--- config.mk ---
export PLATFORM = sky130hd
export DESIGN_NAME = mem_access_unit
export DESIGN_NICKNAME = d
export VERILOG_FILES = /design/src/rtl/riscv_pkg.sv /design/src/rtl/load_extend.sv /design/src/rtl/mem_access_unit.sv
export SDC_FILE = /design/constraint.sdc
export NUM_CORES = 1
export LEC_CHECK = 0
export ABC_AREA = 0
export CELL_PAD_IN_SITES_DETAIL_PLACEMENT = 1
export CELL_PAD_IN_SITES_GLOBAL_PLACEMENT = 2
export CORE_ASPECT_RATIO = 1.4
export CORE_MARGIN = 8
export CORE_UTILIZATION = 28
export DETAILED_ROUTE_END_ITERATION = 12
export PLACE_DENSITY = 0.94
export RECOVER_POWER = 50
export REMOVE_ABC_BUFFERS = 1
export SETUP_SLACK_MARGIN = 0.15
export SYNTH_ARGS = -nofsm -noshare
export SYNTH_HDL_FRONTEND = slang
export SYNTH_SLANG_ARGS = --single-unit
--- constraint.sdc ---
create_clock -name clk -period 4.94 [get_ports clk]
set_clock_uncertainty 0.2 [all_clocks]
set_input_delay 0.494 -clock clk [delete_from_list [all_inputs] [get_ports clk]]
set_output_delay 0.494 -clock clk [all_outputs]
set_load 0.05 [all_outputs]
--- src/rtl/riscv_pkg.sv ---
// Shared types, opcode/funct3 constants and access helpers for the memory access unit.
package riscv_pkg;

    localparam int unsigned N    = 32;
    localparam int unsigned BE_W = N / 8;

    typedef logic [6:0] opcode_t;
    typedef logic [2:0] funct3_t;

    localparam opcode_t OPCODE_LOAD    = 7'b0000011;
    localparam opcode_t OPCODE_STORE   = 7'b0100011;
    localparam opcode_t OPCODE_REG_IMM = 7'b0010011;
    localparam opcode_t OPCODE_REG_REG = 7'b0110011;

    localparam funct3_t F3_LB  = 3'b000;
    localparam funct3_t F3_LH  = 3'b001;
    localparam funct3_t F3_LW  = 3'b010;
    localparam funct3_t F3_LBU = 3'b100;
    localparam funct3_t F3_LHU = 3'b101;
    localparam funct3_t F3_SB  = 3'b000;
    localparam funct3_t F3_SH  = 3'b001;
    localparam funct3_t F3_SW  = 3'b010;

    typedef enum logic [1:0] {
        IDLE      = 2'd0,
        REQ       = 2'd1,
        WAIT_RESP = 2'd2
    } mem_state_t;

    // Context of the in-flight memory access, held from accept to retire.
    typedef struct packed {
        logic       is_store;
        funct3_t    f3;
        logic [1:0] lane;
        logic [4:0] rd;
    } mem_op_t;

    function automatic logic load_f3_ok(funct3_t f3);
        logic ok;
        ok = (f3 == F3_LB) || (f3 == F3_LH) || (f3 == F3_LW) ||
             (f3 == F3_LBU) || (f3 == F3_LHU);
        return ok;
    endfunction

    function automatic logic store_f3_ok(funct3_t f3);
        logic ok;
        ok = (f3 == F3_SB) || (f3 == F3_SH) || (f3 == F3_SW);
        return ok;
    endfunction

    // funct3[1:0] encodes the access size for both loads and stores.
    function automatic logic misaligned(funct3_t f3, logic [1:0] lo);
        logic m;
        case (f3[1:0])
            2'b01:   m = lo[0];
            2'b10:   m = (lo != 2'b00);
            default: m = 1'b0;
        endcase
        return m;
    endfunction

    function automatic logic [1:0] force_align(funct3_t f3, logic [1:0] lo);
        logic [1:0] a;
        case (f3[1:0])
            2'b01:   a = {lo[1], 1'b0};
            2'b10:   a = 2'b00;
            default: a = lo;
        endcase
        return a;
    endfunction

    function automatic logic [BE_W-1:0] store_be(funct3_t f3, logic [1:0] lo);
        logic [BE_W-1:0] be;
        case (f3)
            F3_SB:   be = BE_W'(4'b0001) << lo;
            F3_SH:   be = BE_W'(4'b0011) << lo;
            default: be = '1;
        endcase
        return be;
    endfunction

    function automatic logic [N-1:0] store_lanes(funct3_t f3, logic [N-1:0] d);
        logic [N-1:0] w;
        case (f3)
            F3_SB:   w = {4{d[7:0]}};
            F3_SH:   w = {2{d[15:0]}};
            default: w = d;
        endcase
        return w;
    endfunction

endpackage

--- src/rtl/load_extend.sv ---
// Selects the addressed byte/half lane of a returned word and sign/zero extends it.
module load_extend
    import riscv_pkg::*;
(
    input  logic [N-1:0] rdata,
    input  logic [1:0]   lane,
    input  funct3_t      funct3,
    output logic [N-1:0] result_c
);

    logic [7:0]  byte_c;
    logic [15:0] half_c;

    // Lane multiplexers
    always_comb begin
        byte_c = rdata[7:0];
        case (lane)
            2'd1:    byte_c = rdata[15:8];
            2'd2:    byte_c = rdata[23:16];
            2'd3:    byte_c = rdata[31:24];
            default: byte_c = rdata[7:0];
        endcase
        half_c = lane[1] ? rdata[31:16] : rdata[15:0];
    end

    // Extension by access type
    always_comb begin
        result_c = rdata;
        case (funct3)
            F3_LB:   result_c = {{24{byte_c[7]}}, byte_c};
            F3_LH:   result_c = {{16{half_c[15]}}, half_c};
            F3_LBU:  result_c = {24'd0, byte_c};
            F3_LHU:  result_c = {16'd0, half_c};
            default: result_c = rdata;
        endcase
    end

endmodule

--- src/rtl/mem_access_unit.sv ---
// Load/store unit between execute and writeback: issues data-memory requests,
// aligns store data, extends load data and retires every accepted instruction.
// Build option: MEM_MISALIGN_TRAP_EN traps misaligned accesses instead of
// silently forcing alignment.
module mem_access_unit
    import riscv_pkg::*;
(
    input  logic            clk,
    input  logic            rst_n,
    input  logic            ex_valid,
    output logic            ex_ready,
    input  opcode_t         opcode,
    input  funct3_t         funct3,
    input  logic [N-1:0]    alu_result,
    input  logic [N-1:0]    store_data,
    input  logic [4:0]      rd_addr,
    input  logic            flush,
    output logic            dmem_req,
    output logic            dmem_we,
    output logic [N-1:0]    dmem_addr,
    output logic [N-1:0]    dmem_wdata,
    output logic [BE_W-1:0] dmem_be,
    input  logic            dmem_gnt,
    input  logic            dmem_rvalid,
    input  logic [N-1:0]    dmem_rdata,
    output logic            wb_valid,
    output logic            wb_we,
    output logic [4:0]      wb_rd,
    output logic [N-1:0]    wb_data,
    output logic            misalign_exc
);

    mem_state_t      state, state_d;
    mem_op_t         op_q, op_d;
    logic            kill_q, kill_d;

    logic            dmem_req_d, dmem_we_d;
    logic [N-1:0]    dmem_addr_d, dmem_wdata_d;
    logic [BE_W-1:0] dmem_be_d;
    logic            wb_valid_d, wb_we_d;
    logic [4:0]      wb_rd_d;
    logic [N-1:0]    wb_data_d;

    logic            accept, is_load, is_store, is_mem, f3_ok, trap;
    logic [1:0]      lane;
    logic [N-1:0]    load_data_c;

    assign ex_ready = (state == IDLE);
    assign accept   = ex_valid & ex_ready & ~flush;
    assign is_load  = (opcode == OPCODE_LOAD);
    assign is_store = (opcode == OPCODE_STORE);
    assign is_mem   = is_load | is_store;
    assign f3_ok    = is_store ? store_f3_ok(funct3) : load_f3_ok(funct3);

`ifdef MEM_MISALIGN_TRAP_EN
    assign lane = alu_result[1:0];
    assign trap = is_mem & f3_ok & misaligned(funct3, alu_result[1:0]);

    // Exception pulse the cycle after a trapped access is accepted
    always_ff @(posedge clk or negedge rst_n) begin
        if (!rst_n) misalign_exc <= 1'b0;
        else        misalign_exc <= accept & trap;
    end
`else
    assign lane = force_align(funct3, alu_result[1:0]);
    assign trap = 1'b0;
    assign misalign_exc = 1'b0;
`endif

    load_extend u_load_extend (
        .rdata    (dmem_rdata),
        .lane     (op_q.lane),
        .funct3   (op_q.f3),
        .result_c (load_data_c)
    );

    // State register
    always_ff @(posedge clk or negedge rst_n) begin
        if (!rst_n) state <= IDLE;
        else        state <= state_d;
    end

    // Next-state logic
    always_comb begin
        state_d = state;
        case (state)
            IDLE:      if (accept & is_mem & f3_ok & ~trap) state_d = REQ;
            REQ: begin
                if (dmem_gnt)   state_d = op_q.is_store ? IDLE : WAIT_RESP;
                else if (flush) state_d = IDLE;
            end
            WAIT_RESP: if (dmem_rvalid) state_d = IDLE;
            default:   state_d = IDLE;
        endcase
    end

    // Next values of the registered outputs and access context
    always_comb begin
        dmem_req_d   = dmem_req;
        dmem_we_d    = dmem_we;
        dmem_addr_d  = dmem_addr;
        dmem_wdata_d = dmem_wdata;
        dmem_be_d    = dmem_be;
        wb_valid_d   = 1'b0;
        wb_we_d      = 1'b0;
        wb_rd_d      = wb_rd;
        wb_data_d    = wb_data;
        op_d         = op_q;
        kill_d       = kill_q;
        case (state)
            IDLE: begin
                if (accept) begin
                    if (!is_mem) begin
                        wb_valid_d = 1'b1;
                        wb_we_d    = (rd_addr != 5'd0);
                        wb_rd_d    = rd_addr;
                        wb_data_d  = alu_result;
                    end else if (!f3_ok) begin
                        wb_valid_d = 1'b1;
                        wb_rd_d    = rd_addr;
                    end else if (!trap) begin
                        dmem_req_d   = 1'b1;
                        dmem_we_d    = is_store;
                        dmem_addr_d  = {alu_result[N-1:2], 2'b00};
                        dmem_be_d    = is_store ? store_be(funct3, lane) : '1;
                        dmem_wdata_d = is_store ? store_lanes(funct3, store_data) : '0;
                        op_d.is_store = is_store;
                        op_d.f3       = funct3;
                        op_d.lane     = lane;
                        op_d.rd       = rd_addr;
                        kill_d        = 1'b0;
                    end
                end
            end
            REQ: begin
                if (dmem_gnt || flush) begin
                    dmem_req_d = 1'b0;
                    dmem_we_d  = 1'b0;
                    dmem_be_d  = '0;
                end
                if (dmem_gnt) begin
                    if (op_q.is_store) begin
                        wb_valid_d = ~flush;
                        wb_rd_d    = op_q.rd;
                    end else begin
                        kill_d = flush;
                    end
                end
            end
            WAIT_RESP: begin
                if (dmem_rvalid) begin
                    wb_valid_d = ~(kill_q | flush);
                    if (!(kill_q | flush)) begin
                        wb_we_d   = (op_q.rd != 5'd0);
                        wb_rd_d   = op_q.rd;
                        wb_data_d = load_data_c;
                    end
                end else if (flush) begin
                    kill_d = 1'b1;
                end
            end
            default: ;
        endcase
    end

    // Output and context registers
    always_ff @(posedge clk or negedge rst_n) begin
        if (!rst_n) begin
            dmem_req   <= 1'b0;
            dmem_we    <= 1'b0;
            dmem_addr  <= '0;
            dmem_wdata <= '0;
            dmem_be    <= '0;
            wb_valid   <= 1'b0;
            wb_we      <= 1'b0;
            wb_rd      <= '0;
            wb_data    <= '0;
            op_q       <= '0;
            kill_q     <= 1'b0;
        end else begin
            dmem_req   <= dmem_req_d;
            dmem_we    <= dmem_we_d;
            dmem_addr  <= dmem_addr_d;
            dmem_wdata <= dmem_wdata_d;
            dmem_be    <= dmem_be_d;
            wb_valid   <= wb_valid_d;
            wb_we      <= wb_we_d;
            wb_rd      <= wb_rd_d;
            wb_data    <= wb_data_d;
            op_q       <= op_d;
            kill_q     <= kill_d;
        end
    end

endmodule

-- After elaboration in Yosys (flattened, before gate mapping)
Index checks and enable logic that the tools add are counted.
W data, S select, Z words.
- register bits: 121
- output and inout port bits: 111
- logic and storage cells: 137
- eq/ne operators: 31
- shift operators: 2
- muxes and demuxes: 62
- bitwise logic cells: 8
- reduce and logical (&&, ||, !) cells: 19
- operators with widths (kind ; count):
    $mux W32 ; 5
    $pmux W32 S2 ; 2
    $pmux W32 S4 ; 1
    $mux W5 ; 7
    $mux W1 ; 25
    $pmux W8 S3 ; 1
    $mux W4 ; 5
    $ne A2 B2 Y1 const B ; 9
    $mux W16 ; 1
    $pmux W4 S2 ; 2
    $pmux W5 S3 ; 1
    $eq A3 B3 Y1 const B ; 4
    $mux W2 ; 5
    $reduce_and A5 Y1 ; 2
    $reduce_bool A5 Y1 ; 2
    $eq A2 B2 Y1 const B ; 4
    $ne A2 B1 Y1 const B ; 4
    $reduce_and A8 Y1 ; 1
    $eq A7 B2 Y1 const B ; 1
    $eq A7 B6 Y1 const B ; 1
    $reduce_and A7 Y1 ; 1
    $eq A2 B1 Y1 const B ; 3
    $eq A3 B1 Y1 const B ; 2
    $logic_not A3 Y1 ; 2
    other kinds (17) ; 31

-- Depth between registers and ports, before layout
- depth after elaboration: 10
- mapped depth: 10

-- By module
From an unflattened synthesis, not the netlist that was laid out.
- cells, all modules: 608
- area, all modules: 6222.2 um^2
- modules (own cells, without submodules) (module ; instances ; cells each ; area an instance (um^2) ; sequential area each (um^2)):
    mem_access_unit ; 1 ; 498 ; 5572.8 ; 3027.9
    load_extend ; 1 ; 110 ; 649.4 ; 0.0

-- Least setup slack after synthesis
No wires, ideal clock.
- path type: reg2reg
- from: register state[0]
- to: register wb_data[14]
- setup time: 0.065 ns
- data arrival time: 2.248 ns
- required time: 4.675 ns
- setup slack: 2.427 ns
- cell stages (with the launch flop): 10
- path buffers: 2
- clock period less this slack: 2.513 ns
- cells stage by stage: dfrtp_1 -> inv_1 -> ha_1 -> nand3b_4 -> o21bai_1 -> a21o_1 -> buf_2 -> buf_2 -> a211oi_1 -> a21o_1
- cells in the longest elaborated chain, start to end: 5
- elaborated cells between the ends (all ways): 11
- classes of those cells: eq/ne: 5; mux: 1; bitwise: 2; reduce/logical: 3
- RTL lines (element ; line ; source):
    start: declaration ; mem_access_unit.sv:33 ; mem_state_t state, state_d;
    start signal: assignment ; mem_access_unit.sv:80 ; else state <= state_d;
    $logic_not A2 Y1 (*) ; mem_access_unit.sv:48 ; assign ex_ready = (state == IDLE);
    net ex_ready ; mem_access_unit.sv:11 ; output logic ex_ready,
    $and A1 B1 Y1 (2 in series) ; mem_access_unit.sv:49 ; assign accept = ex_valid & ex_ready & ~flush;
    $ne A2 B1 Y1 (no source line) ; - ;
    $reduce_and A5 Y1 (no source line) ; - ;
    end signal: assignment ; mem_access_unit.sv:189 ; wb_data <= wb_data_d;
    end: declaration ; mem_access_unit.sv:29 ; output logic [N-1:0] wb_data,
The timed path passes the listed nets; every way through them passes the cells marked *.
A chain may end at the register's enable or synchronous reset.

==> key figures <==
Run status
  • Outcome: finished, violations left
  • Failing checks: max-capacitance violations, max-slew violations

Setup path
  • Crit path max-delay family: buffers and inverters
  • Req. time, crit path: 5.12 ns
  • Critical Path Start Type: input port
  • Critical path fanouts, max: 84
  • Worst r2r src: state[0]
  • Critical Path AT: roughly 3.7 ns
  • Register-to-register setup slack: between 1.5 and 2 ns
  • Reg-to-reg critical path endpoint: wb_data[14]
  • Crit-path max cell delay: between 1.5 and 2 ns
  • CP Cell Sequence: dlygate4sd3_1 -> clkbuf_2 -> clkbuf_2
  • Crit-path most repeated cell: clkbuf_2
  • WP buf/inv: 3
  • CP Capture Type: asynchronous set/reset pin
  • FF-to-FF path depth: 8
  • Worst Setup Path Type: input port to asynchronous set/reset pin
  • Stages on worst setup path: 3
  • Critical path's slowest cell: clkbuf_2

STA
  • Fin Hold WS: 0.260 ns
  • Relative slew slack: -49.0%
  • RSZ-0062 raised after global routing: no
  • Max Slew Vio Count: 85
  • Setup ws final: 1.44 ns
  • Setup violators final: 0
  • TNS Setup: 0 ns
  • Final Hold Viols: 0
  • FMAX: 0.286 GHz
  • Least-Margin Pin Slew: approximately 2.2 ns
  • Fin crit share: 70.8%
  • Crit path time final: 3.50 ns

GRT
  • Grt total ovfl: 0
  • First-pass GRT wire length: ~38000 µm
  • Largest net degree at the start of global routing: 85
  • Antenna violations before repair: 7
  • GRT Util Overall: a little under a fifth
  • Vias in the first global route: 6300

Power and ir drop
  • NetSw: 1.52 mW
  • Internal power: 2.44 mW
  • Power share of the sequential group: roughly 32%
  • Power per Cell Area: 437 nW/µm²
  • Sw Share: about two fifths
  • Max rail drop VDD: between 0.2 and 0.3 mV
  • Leakage power: just over 4 nW
  • Clk pwr share: about a third
  • Comb power frac: between 30% and 40%

Min path
  • Worst hold path depth: 2
  • Hold EP: dmem_addr[9]
  • Worst min path class: register to register
  • Hold Startpoint: dmem_addr[9]

Layout
  • Filler cell count: ~2400
  • Ratio of cells with drive above 1 in the final layout: roughly 7.5%
  • Nets: a little under 1000
  • Synthesis-to-finish area growth: 49.3%

Detailed routing
  • Via density: a little over 5
  • Wire per inst: 21.2 µm
  • Pre-antenna DRT Iters: 4
  • Antenna Nets Post-Route: 0
  • Vias after detailed routing: around 5700
  • Total Wirelength: 24100 µm
  • Drt drc: 0
  • 1st-iter DRT viols: 210

Yosys
  • Mapped Area: a little over 6000 µm²
  • Asr flop ratio synth: 100%
  • Register area share after synthesis: approximately 50%
  • Post-Synthesis Cells: between 600 and 700
  • Avg Cell Area, Syn: 9.27 µm²
  • Top FF cell, synth: dfrtp_1
  • Area share of the largest cell type after synthesis: around 50%
  • Synth Warn #: 0
  • Area leader, netlist: dfrtp_1
  • Distinct cells, synth: 53
  • Post-synth EDFFs: 0
  • Ranking of synthesized cells by area: dfrtp_1 50%, nand2_1 12%, o21ai_0 5.0%, mux2_2 3.7%, o2bb2ai_1 2.6%
  • Synthesized flop and latch total: between 100 and 150

Placement
  • Post-Place Worst Slack: around 1.4 ns
  • DP HPWL: approximately 18000 µm
  • Port Buffers: 224
  • Routability cong.: about 0.76

Floorplanning
  • Die Area: 26700 µm²
  • Row Count: 63
  • Starting density of the core: between 20% and 30%
  • Height of the die: about 190 µm
  • DIE WIDTH: 140 µm
  • IO Count: 228
  • CORE AREA: between 20000 and 25000 µm²

Flow run
  • Max-cap violations: 1

Clock tree
  • CTS Sinks: 121
  • H-tree Lvls: 4
  • CTS tree: built
  • Clock Root Buffer: clkbuf_16
  • CTS clock-pin slew for the worst setup and hold paths: 0.06 ns
  • CTS buffer count: 17
  • CTS Buffer Depth: 2
  • Post_cts resized: 0
  • Clock Latency Late Sink: between 0.4 and 0.5 ns
## layout make-up
type                    count  area, µm²  area share (%)
inverters                  10       37.5           0.414
clock buffers              24        502            5.54
repair buffers            230       2280            25.2
diodes                      7       17.5           0.193
clock inverters             7       90.1           0.994
well taps                 260        325            3.59
multi-input cells         479       2780            30.7
flip-flops and latches    121       3030            33.4
## worst reg2reg max path, delay by kind of cell (launching register included)
kind | cells | cell delay [ns]
AOI/OAI and AO/OA | 4 | 1.50
buffers and inverters | 3 | 0.87
DFF | 1 | 0.43
adders and majority gates | 1 | 0.16
## through the flow
step                      std cells  util (%)  total power, mW  instance area [µm²]
after floorplan                 610         -             2.13                 5840
after global placement         1099      39.9             2.73                 8460
after detailed placement       1099      39.9             2.75                 8460
after CTS                      1131      42.7             4.04                 9060
after global routing           1138      42.7             4.13                 9060
final                          1138      42.7             3.96                 9060
## repair_timing
item | in CTS | in global routing
buffers inserted | 0 | 0
hold endpoints to repair | 41 | 0
hold buffers | 1 | 0
## cells by family after synthesis
family / share of synthesized area, %
other: 0.0618
and+or+nand+nor: 17.7
muxes: 5.85
buffers and inverters: 4.58
AOI/OAI and AO/OA: 20.4
DFF: 49.9
adders and majority gates: 1.44
## state kept, by name, summed over array words and instances, names as in the netlist
signal	cells
dmem_wdata	32
wb_we	1
state	2
dmem_req	1
wb_valid	1
kill_q	1
dmem_be	4
wb_data	32
dmem_we	1
dmem_addr	30
wb_rd	5
op_q	11
## power groups by stage
stage / combinational, mW / clock (mW) / sequential, mW
2_1_floorplan: 0.282 / 0 / 1.85
3_3_place_gp: 1.45 / 0 / 1.28
3_5_place_dp: 1.47 / 0 / 1.29
4_1_cts: 1.47 / 1.29 / 1.27
5_1_grt: 1.51 / 1.33 / 1.29
6_report: 1.43 / 1.26 / 1.27
## how the worst max path moves through the flow
stage	start	endpoint	slack, ns
after floorplan	state[0]	dmem_be[0]	1.37
after global placement	funct3[0]	state[0]	1.54
after detailed placement	funct3[0]	state[0]	1.45
after CTS	state[0]	wb_data[14]	1.59
after global routing	rst_n	dmem_addr[6]	0.87
final	rst_n	dmem_addr[6]	1.44
## metal layers
| layer | vias up | wire (µm) | track usage (%) |
|---|---|---|---|
| met4 | 2 | 641 | 8.71 |
| met5 | - | 13 | 0 |
| li1 | 2693 | - | - |
| met3 | 33 | 1040 | 3.86 |
| met2 | 141 | 13200 | 33.9 |
| met1 | 2869 | 9190 | 19.2 |
## cell usage after synthesis (2+ instances only)
library cell and n:
nand4b_1 2, mux2_2 20, nand3_1 2, buf_6 2
a211oi_1 16, a22oi_1 9, nor2b_1 8, nor3b_1 2
o21ai_1 5, a31oi_1 2, o21ai_0 61, clkbuf_1 22
a22o_1 14, a221o_1 9, mux2i_1 13, o41ai_1 2
o221ai_1 2, nand4bb_1 2, nor2_1 39, nand2b_1 4
a21oi_1 14, inv_1 9, o22ai_1 5, nand2_1 186
buf_1 2, or4_1 2, dfrtp_1 121, a21o_1 10
buf_4 9, o2bb2ai_1 18, or2_2 2, buf_2 12
ha_1 7, o21bai_1 3
## placed cells by master, fill, tap and decap left out, types with 13 or more instances in the layout
| cell type | Yosys | routed |
|---|---|---|
| a22o_1 | 14 | 14 |
| a21oi_1 | 14 | 14 |
| mux2i_1 | 13 | 13 |
| dlygate4sd3_1 | 0 | 53 |
| dfrtp_1 | 121 | 121 |
| nand2_1 | 186 | 186 |
| mux2_2 | 20 | 20 |
| clkbuf_16 | 0 | 17 |
| o21ai_0 | 61 | 61 |
| a211oi_1 | 16 | 16 |
| o2bb2ai_1 | 18 | 17 |
| nor2_1 | 39 | 40 |
| clkdlybuf4s50_1 | 0 | 171 |
Power figures use the tool's default switching activity.
